File: src/rtl/fft_pkg.sv
// Shared FFT definitions: sample width, default OMEM address width and the
// output-reader state encoding.
package fft_pkg;

    localparam int DATA_W    = 32;
    localparam int N_DEFAULT = 4;

    typedef enum logic [2:0] {
        IDLE,
        RD,
        LD,
        S0,
        S1
    } reader_state_t;

endpackage

File: src/rtl/fft_omem_reader_if.sv
// Bundle of the reader's FFT-core, OMEM and streaming signals. The master side
// is the reader; the slave side is the FFT core / OMEM / downstream sink.
interface fft_omem_reader_if #(
    parameter int N = fft_pkg::N_DEFAULT
);
    import fft_pkg::*;

    logic              out_vld;
    logic              out_rdy;
    logic [N-1:0]      addr0_OMEM;
    logic [N-1:0]      addr1_OMEM;
    logic [DATA_W-1:0] data0_rd_OMEM;
    logic [DATA_W-1:0] data1_rd_OMEM;
    logic [DATA_W-1:0] m_data;
    logic              m_vld;
    logic              m_rdy;
    logic              m_last;

    modport master (
        input  out_vld, data0_rd_OMEM, data1_rd_OMEM, m_rdy,
        output out_rdy, addr0_OMEM, addr1_OMEM, m_data, m_vld, m_last
    );

    modport slave (
        output out_vld, data0_rd_OMEM, data1_rd_OMEM, m_rdy,
        input  out_rdy, addr0_OMEM, addr1_OMEM, m_data, m_vld, m_last
    );

endinterface

File: src/rtl/fft_omem_reader_bitrev.sv
// Combinational W-bit bit reversal, used to turn a bit-reversed OMEM index
// into natural frequency order.
module bit_reverse #(
    parameter int W = 4
) (
    input  logic [W-1:0] i_in,
    output logic [W-1:0] o_out
);

    always_comb begin
        o_out = '0;
        for (int i = 0; i < W; i++) begin
            o_out[i] = i_in[W-1-i];
        end
    end

endmodule

File: src/rtl/fft_omem_reader.sv
// Streams a finished FFT frame out of dual-port OMEM, two samples per read.
// Define FFT_OUT_BITREV_EN to read OMEM in bit-reversed address order.
module fft_omem_reader
    import fft_pkg::*;
#(
    parameter int N = N_DEFAULT
) (
    input  logic               clk,
    input  logic               rstn,
    fft_omem_reader_if.master  bus
);

    localparam logic [N-2:0] P_LAST = '1;
    localparam logic [N-2:0] P_ONE  = (N-1)'(1);

    reader_state_t     r_state;
    reader_state_t     w_state_nxt;
    logic [N-2:0]      r_p;
    logic [N-2:0]      w_p_nxt;
    logic [DATA_W-1:0] r_buf0;
    logic [DATA_W-1:0] r_buf1;
    logic [N-1:0]      r_addr0;
    logic [N-1:0]      r_addr1;
    logic [N-1:0]      w_k0;
    logic [N-1:0]      w_k1;
    logic [N-1:0]      w_map0;
    logic [N-1:0]      w_map1;
    logic              w_out_rdy;
    logic              w_m_vld;
    logic              w_m_last;
    logic [DATA_W-1:0] w_m_data;

    // Sample indices of the pair about to be read, taken from the next pair count.
    assign w_k0 = {w_p_nxt, 1'b0};
    assign w_k1 = {w_p_nxt, 1'b1};

`ifdef FFT_OUT_BITREV_EN
    bit_reverse #(.W(N)) u_rev0 (.i_in(w_k0), .o_out(w_map0));
    bit_reverse #(.W(N)) u_rev1 (.i_in(w_k1), .o_out(w_map1));
`else
    assign w_map0 = w_k0;
    assign w_map1 = w_k1;
`endif

    always_comb begin
        w_state_nxt = r_state;
        w_p_nxt     = r_p;
        w_out_rdy   = 1'b0;
        w_m_vld     = 1'b0;
        w_m_last    = 1'b0;
        w_m_data    = '0;
        case (r_state)
            IDLE: begin
                w_out_rdy = 1'b1;
                if (bus.out_vld) begin
                    w_state_nxt = RD;
                    w_p_nxt     = '0;
                end
            end
            RD: w_state_nxt = LD;
            LD: w_state_nxt = S0;
            S0: begin
                w_m_vld  = 1'b1;
                w_m_data = r_buf0;
                if (bus.m_rdy) begin
                    w_state_nxt = S1;
                end
            end
            S1: begin
                w_m_vld  = 1'b1;
                w_m_data = r_buf1;
                w_m_last = (r_p == P_LAST);
                if (bus.m_rdy) begin
                    if (r_p == P_LAST) begin
                        w_state_nxt = IDLE;
                    end else begin
                        w_p_nxt     = r_p + P_ONE;
                        w_state_nxt = RD;
                    end
                end
            end
            default: w_state_nxt = IDLE;
        endcase
    end

    // Addresses are registered on entry to RD so OMEM sees them for the whole RD cycle.
    always_ff @(posedge clk or negedge rstn) begin
        if (!rstn) begin
            r_state <= IDLE;
            r_p     <= '0;
            r_buf0  <= '0;
            r_buf1  <= '0;
            r_addr0 <= '0;
            r_addr1 <= '0;
        end else begin
            r_state <= w_state_nxt;
            r_p     <= w_p_nxt;
            if (w_state_nxt == RD) begin
                r_addr0 <= w_map0;
                r_addr1 <= w_map1;
            end
            if (r_state == LD) begin
                r_buf0 <= bus.data0_rd_OMEM;
                r_buf1 <= bus.data1_rd_OMEM;
            end
        end
    end

    assign bus.out_rdy    = w_out_rdy;
    assign bus.m_vld      = w_m_vld;
    assign bus.m_last     = w_m_last;
    assign bus.m_data     = w_m_data;
    assign bus.addr0_OMEM = r_addr0;
    assign bus.addr1_OMEM = r_addr1;

endmodule

File: src/flat_wrapper.sv
// flat-port wrapper written by rule: the top's interface ports become plain ports
module fft_omem_reader_flat import fft_pkg::*;
#(
    parameter int N = N_DEFAULT
)
  (clk, rstn, bus_out_vld, bus_data0_rd_OMEM, bus_data1_rd_OMEM, bus_m_rdy, bus_out_rdy, bus_addr0_OMEM, bus_addr1_OMEM, bus_m_data, bus_m_vld, bus_m_last);
  fft_omem_reader_if #(.N(N)) bus_i ();
  input  logic clk;
  input  logic rstn;
  input wire logic [$bits(bus_i.out_vld)-1:0] bus_out_vld;
  input wire logic [$bits(bus_i.data0_rd_OMEM)-1:0] bus_data0_rd_OMEM;
  input wire logic [$bits(bus_i.data1_rd_OMEM)-1:0] bus_data1_rd_OMEM;
  input wire logic [$bits(bus_i.m_rdy)-1:0] bus_m_rdy;
  output wire logic [$bits(bus_i.out_rdy)-1:0] bus_out_rdy;
  output wire logic [$bits(bus_i.addr0_OMEM)-1:0] bus_addr0_OMEM;
  output wire logic [$bits(bus_i.addr1_OMEM)-1:0] bus_addr1_OMEM;
  output wire logic [$bits(bus_i.m_data)-1:0] bus_m_data;
  output wire logic [$bits(bus_i.m_vld)-1:0] bus_m_vld;
  output wire logic [$bits(bus_i.m_last)-1:0] bus_m_last;
  assign bus_i.out_vld = bus_out_vld;
  assign bus_i.data0_rd_OMEM = bus_data0_rd_OMEM;
  assign bus_i.data1_rd_OMEM = bus_data1_rd_OMEM;
  assign bus_i.m_rdy = bus_m_rdy;
  assign bus_out_rdy = bus_i.out_rdy;
  assign bus_addr0_OMEM = bus_i.addr0_OMEM;
  assign bus_addr1_OMEM = bus_i.addr1_OMEM;
  assign bus_m_data = bus_i.m_data;
  assign bus_m_vld = bus_i.m_vld;
  assign bus_m_last = bus_i.m_last;
  fft_omem_reader #(.N(N)) u_core (.clk(clk), .rstn(rstn), .bus(bus_i));
endmodule
File: config.mk
export PLATFORM = sky130hd
export DESIGN_NAME = fft_omem_reader_flat
export DESIGN_NICKNAME = d
export VERILOG_FILES = /design/src/rtl/fft_pkg.sv /design/src/rtl/fft_omem_reader_if.sv /design/src/rtl/fft_omem_reader_bitrev.sv /design/src/rtl/fft_omem_reader.sv /design/src/flat_wrapper.sv
export SDC_FILE = /design/constraint.sdc
export NUM_CORES = 1
export LEC_CHECK = 0
export ABC_AREA = 1
export ABC_CLOCK_PERIOD_IN_PS = 1400
export CORE_ASPECT_RATIO = 0.9
export CORE_MARGIN = 8
export CORE_UTILIZATION = 40
export CTS_CLUSTER_SIZE = 20
export DETAILED_ROUTE_END_ITERATION = 10
export HOLD_SLACK_MARGIN = 0.1
export PLACE_DENSITY_LB_ADDON = 0.25
export SLEW_MARGIN = 20
export SYNTH_ARGS = -nofsm -noshare
export SYNTH_HDL_FRONTEND = slang
export SYNTH_HIERARCHICAL = 1
export SYNTH_SLANG_ARGS = --single-unit
File: constraint.sdc
create_clock -name clk -period 1.4 [get_ports clk]
set_input_delay 0.28 -clock clk [delete_from_list [all_inputs] [get_ports clk]]
set_output_delay 0.28 -clock clk [all_outputs]
set_load 0.03 [all_outputs]
==> impl_metrics.ini <==
[critical_path]
crit_required_ns = 1.12
r2r_end = u_core/r_buf0[8]
rrSetupSlack_ns = -0.12
critPathCaptureType = primary output
criticalPathCategory = reg -> out
reg2regPathDepth = 8
crit_start = u_core/r_state[0]
r2r-start = u_core/r_state[2]
arrival_ns = 1.59
crit_path_max_fanout = 6
cp-start-kind = flop

[drt]
drc = 0
drt-initial-drc-count = 108
vias = 3332
wl_per_cell_um = 19.6
ant_nets = 0
dr.pass1.iters = 4
routed_wirelength_um = 12900
drt-vias-per-instance = 5.07

[yosys]
synth-edff-count = 0
synth_top_family_by_area = simple AND/OR/NAND/NOR gates
synth-adder-area-share_pct = 0.376
synth_common_cells = nand2_1, dfrtp_1, inv_1
ys_seq_area_share_pct = 55.6
synth_compound_area_share_pct = 14.9
yosysMostFrequentCell = nand2_1
synth.area.mux_share_pct = 0
syn_inst = 404
synth_flop_cell = dfrtp_1
synth_largest_area_cell = dfrtp_1
synthArstFlopShare_pct = 100
synth_cell_types = 21
synth_xor_xnor_area_share_pct = 0
synth_warnings = 6
syn_nets = 473
synth_simple_gate_area_share_pct = 16.2
yosys-top-cells-area = dfrtp_1, nand2_1, inv_1
synth_top_cell_area_share_pct = 55.6
syn_avg_cell_area_um2 = 8.25
ys_seq_elements = 74
synth_area_um2 = 3330

[power_and_ir_drop]
p_int_mw = 9.20
switchingPower_mw = 7.23
power_frac_comb_pct = 63.5
pwr_density_cell_nw_per_um2 = 2550
worst_ir_drop_vdd_mv = 1.77
pwr-share-clk_pct = 12.9
switching_share_pct = 44.0
seq_power_share_pct = 23.6
power_leakage_nw = 3.14

[place]
io_buffer_count = 109
dp_hpwl_um = 6180
place_inst = 603
place.gp.congestion = 0.797
placed_area_um2 = 4900

[final_layout]
instances_no_fill = 657
final_area_um2 = 6460
fillCellCount = 466
drive_above_1_share_pct = 47.5
diodes = 0
syn_to_final_growth_pct = 93.8
nets = 622

[clock_network]
cts_buffers = 9
htreeDepth = 3
root_buffer = clkbuf_8
cts_tree = yes
insertion_delay_ns = 0.35
cts.reportedPaths.clkPinSlew_ns = 0.08
cts_max_path_buffers = 2
cts_sinks = 74

[floorplan]
rows = 31
die_area_um2 = 11500
dieHeight_um = 103
die_x_um = 112
pin_count = 111
core_area_um2 = 8070
initial_core_util_pct = 41.3

[timing]
timing.fmax_ghz = 0.534
hold_viol = 0
rsz0062_at_grt = yes
finClkSkew_ns = 0.0107
min_period_over_period_pct = 134
period_needed_ns = 1.87
setup_viol = 98
slew_violations = 0
setup_ws_ns = -0.473

[hold_path]
hold_path.class = in -> async

[global_routing]
gr-total-overflow = 0
grt_use_total_pct = 16.5
grt_pass1_wl_um = 15100
grt_max_degree = 75
grt_pass1_vias = 3120
antenna_found_initial = 0

[run_status]
outcome = finished with violations
violations = negative setup slack

[flow_run]
maxCapViolations = 0
flip-flops by register name, indices dropped and copies added, names as in the netlist:
| register | flops |
|---|---|
| u_core/r_buf0 | 32 |
| u_core/r_buf1 | 32 |
| u_core/bus.addr1_OMEM | 4 |
| u_core/r_p | 3 |
| u_core/r_state | 3 |
cell usage in the layout (no fill, tap or decap), types with 2 or more instances in the layout:
master	n
nor2_4	16
inv_1	69
buf_16	3
dfrtp_1	71
clkbuf_8	11
bufinv_16	3
buf_12	10
nor2_1	6
nand3_1	8
o21ai_1	19
a21oi_1	11
clkbuf_2	5
buf_6	47
buf_4	10
nand3b_4	3
o21ai_4	30
inv_2	2
a21oi_2	21
nand3b_1	2
nand2_4	21
clkbuf_16	12
o21ai_2	15
clkdlybuf4s50_1	66
dfrtp_2	3
nand2_1	35
clkdlybuf4s15_2	2
nand2_2	27
buf_8	4
nor2_2	14
metrics by stage:
| stage | hold WS (ns) | power [mW] | setup TNS (ns) | setup slack (ns) | utilization (%) |
|---|---|---|---|---|---|
| after floorplan | -0.0156 | 8.25 | -0.330 | -0.0116 | - |
| after global placement | 0.325 | 10.1 | -1.50 | -0.0599 | 60.7 |
| after detailed placement | 0.330 | 10.3 | -2.68 | -0.114 | 60.7 |
| after CTS | 0.458 | 12.9 | -14.19 | -0.442 | 67.1 |
| after global routing | 0.452 | 17.2 | -23.80 | -0.543 | 80.0 |
| final | 0.455 | 16.4 | -17.89 | -0.473 | 80.0 |
critical path, stage by stage (launching register included):
cell and delay, ns:
dfrtp_2 0.44, nor2_4 0.15, nand2_4 0.09, clkinv_8 0.10
clkbuf_16 0.18, nand2_4 0.06, o21ai_4 0.07, buf_6 0.15
metal layers:
layer | vias to the layer above | track usage, % | part of all wire, % | routed length [um]
met5 | - | 0 | 0 | 0
met3 | 31 | 5.97 | 5.4 | 692
met1 | 1643 | 19.2 | 38 | 4910
met4 | 0 | 4.97 | 2.6 | 333
li1 | 1555 | - | - | -
met2 | 103 | 28.3 | 54 | 6950
how the worst max path moves through the flow:
stage	endpoint	cells past startpoint
after floorplan	bus_m_data[28]	6
after global placement	bus_m_data[19]	7
after detailed placement	bus_m_data[27]	7
after CTS	bus_m_data[25]	7
after global routing	bus_m_data[8]	7
final	bus_m_data[8]	7
kinds of logic (layout without fill, tap and decap cells):
group,count (synthesis),count (layout)
simple gates,133,135
compound gates,99,99
buf+inv,96,248
flops,74,74
fa+ha+maj,1,1
other cells,1,1
area by class of cell:
class                      instances  area (um^2)  share of cell area (%)
sequential                        74         1860                    28.7
clock inverter                     4         97.6                    1.51
inverter                          72          283                    4.38
timing repair buffer             160         1970                    30.4
multi-input combinational        236         1980                    30.6
tap                               99          124                    1.92
clock buffer                      12          155                    2.40
what timing repair did:
item	in CTS	in global routing
pin swaps	1	13
buffers inserted	3	11
gates resized for setup	67	180
hold buffers	1	0
cloned	2	23
hold endpoints to repair	74	0
endpoints found under the setup margin	42	91
power groups by stage:
| stage | Combinational [mW] | Clock (mW) | Sequential [mW] |
|---|---|---|---|
| 5_1_grt | 11.0 | 2.24 | 3.97 |
| 6_report | 10.4 | 2.12 | 3.87 |
| 2_1_floorplan | 4.66 | 0 | 3.59 |
| 4_1_cts | 7.20 | 2.11 | 3.62 |
| 3_5_place_dp | 6.63 | 0 | 3.65 |
| 3_3_place_gp | 6.50 | 0 | 3.62 |
Power figures use the tool's default switching activity.
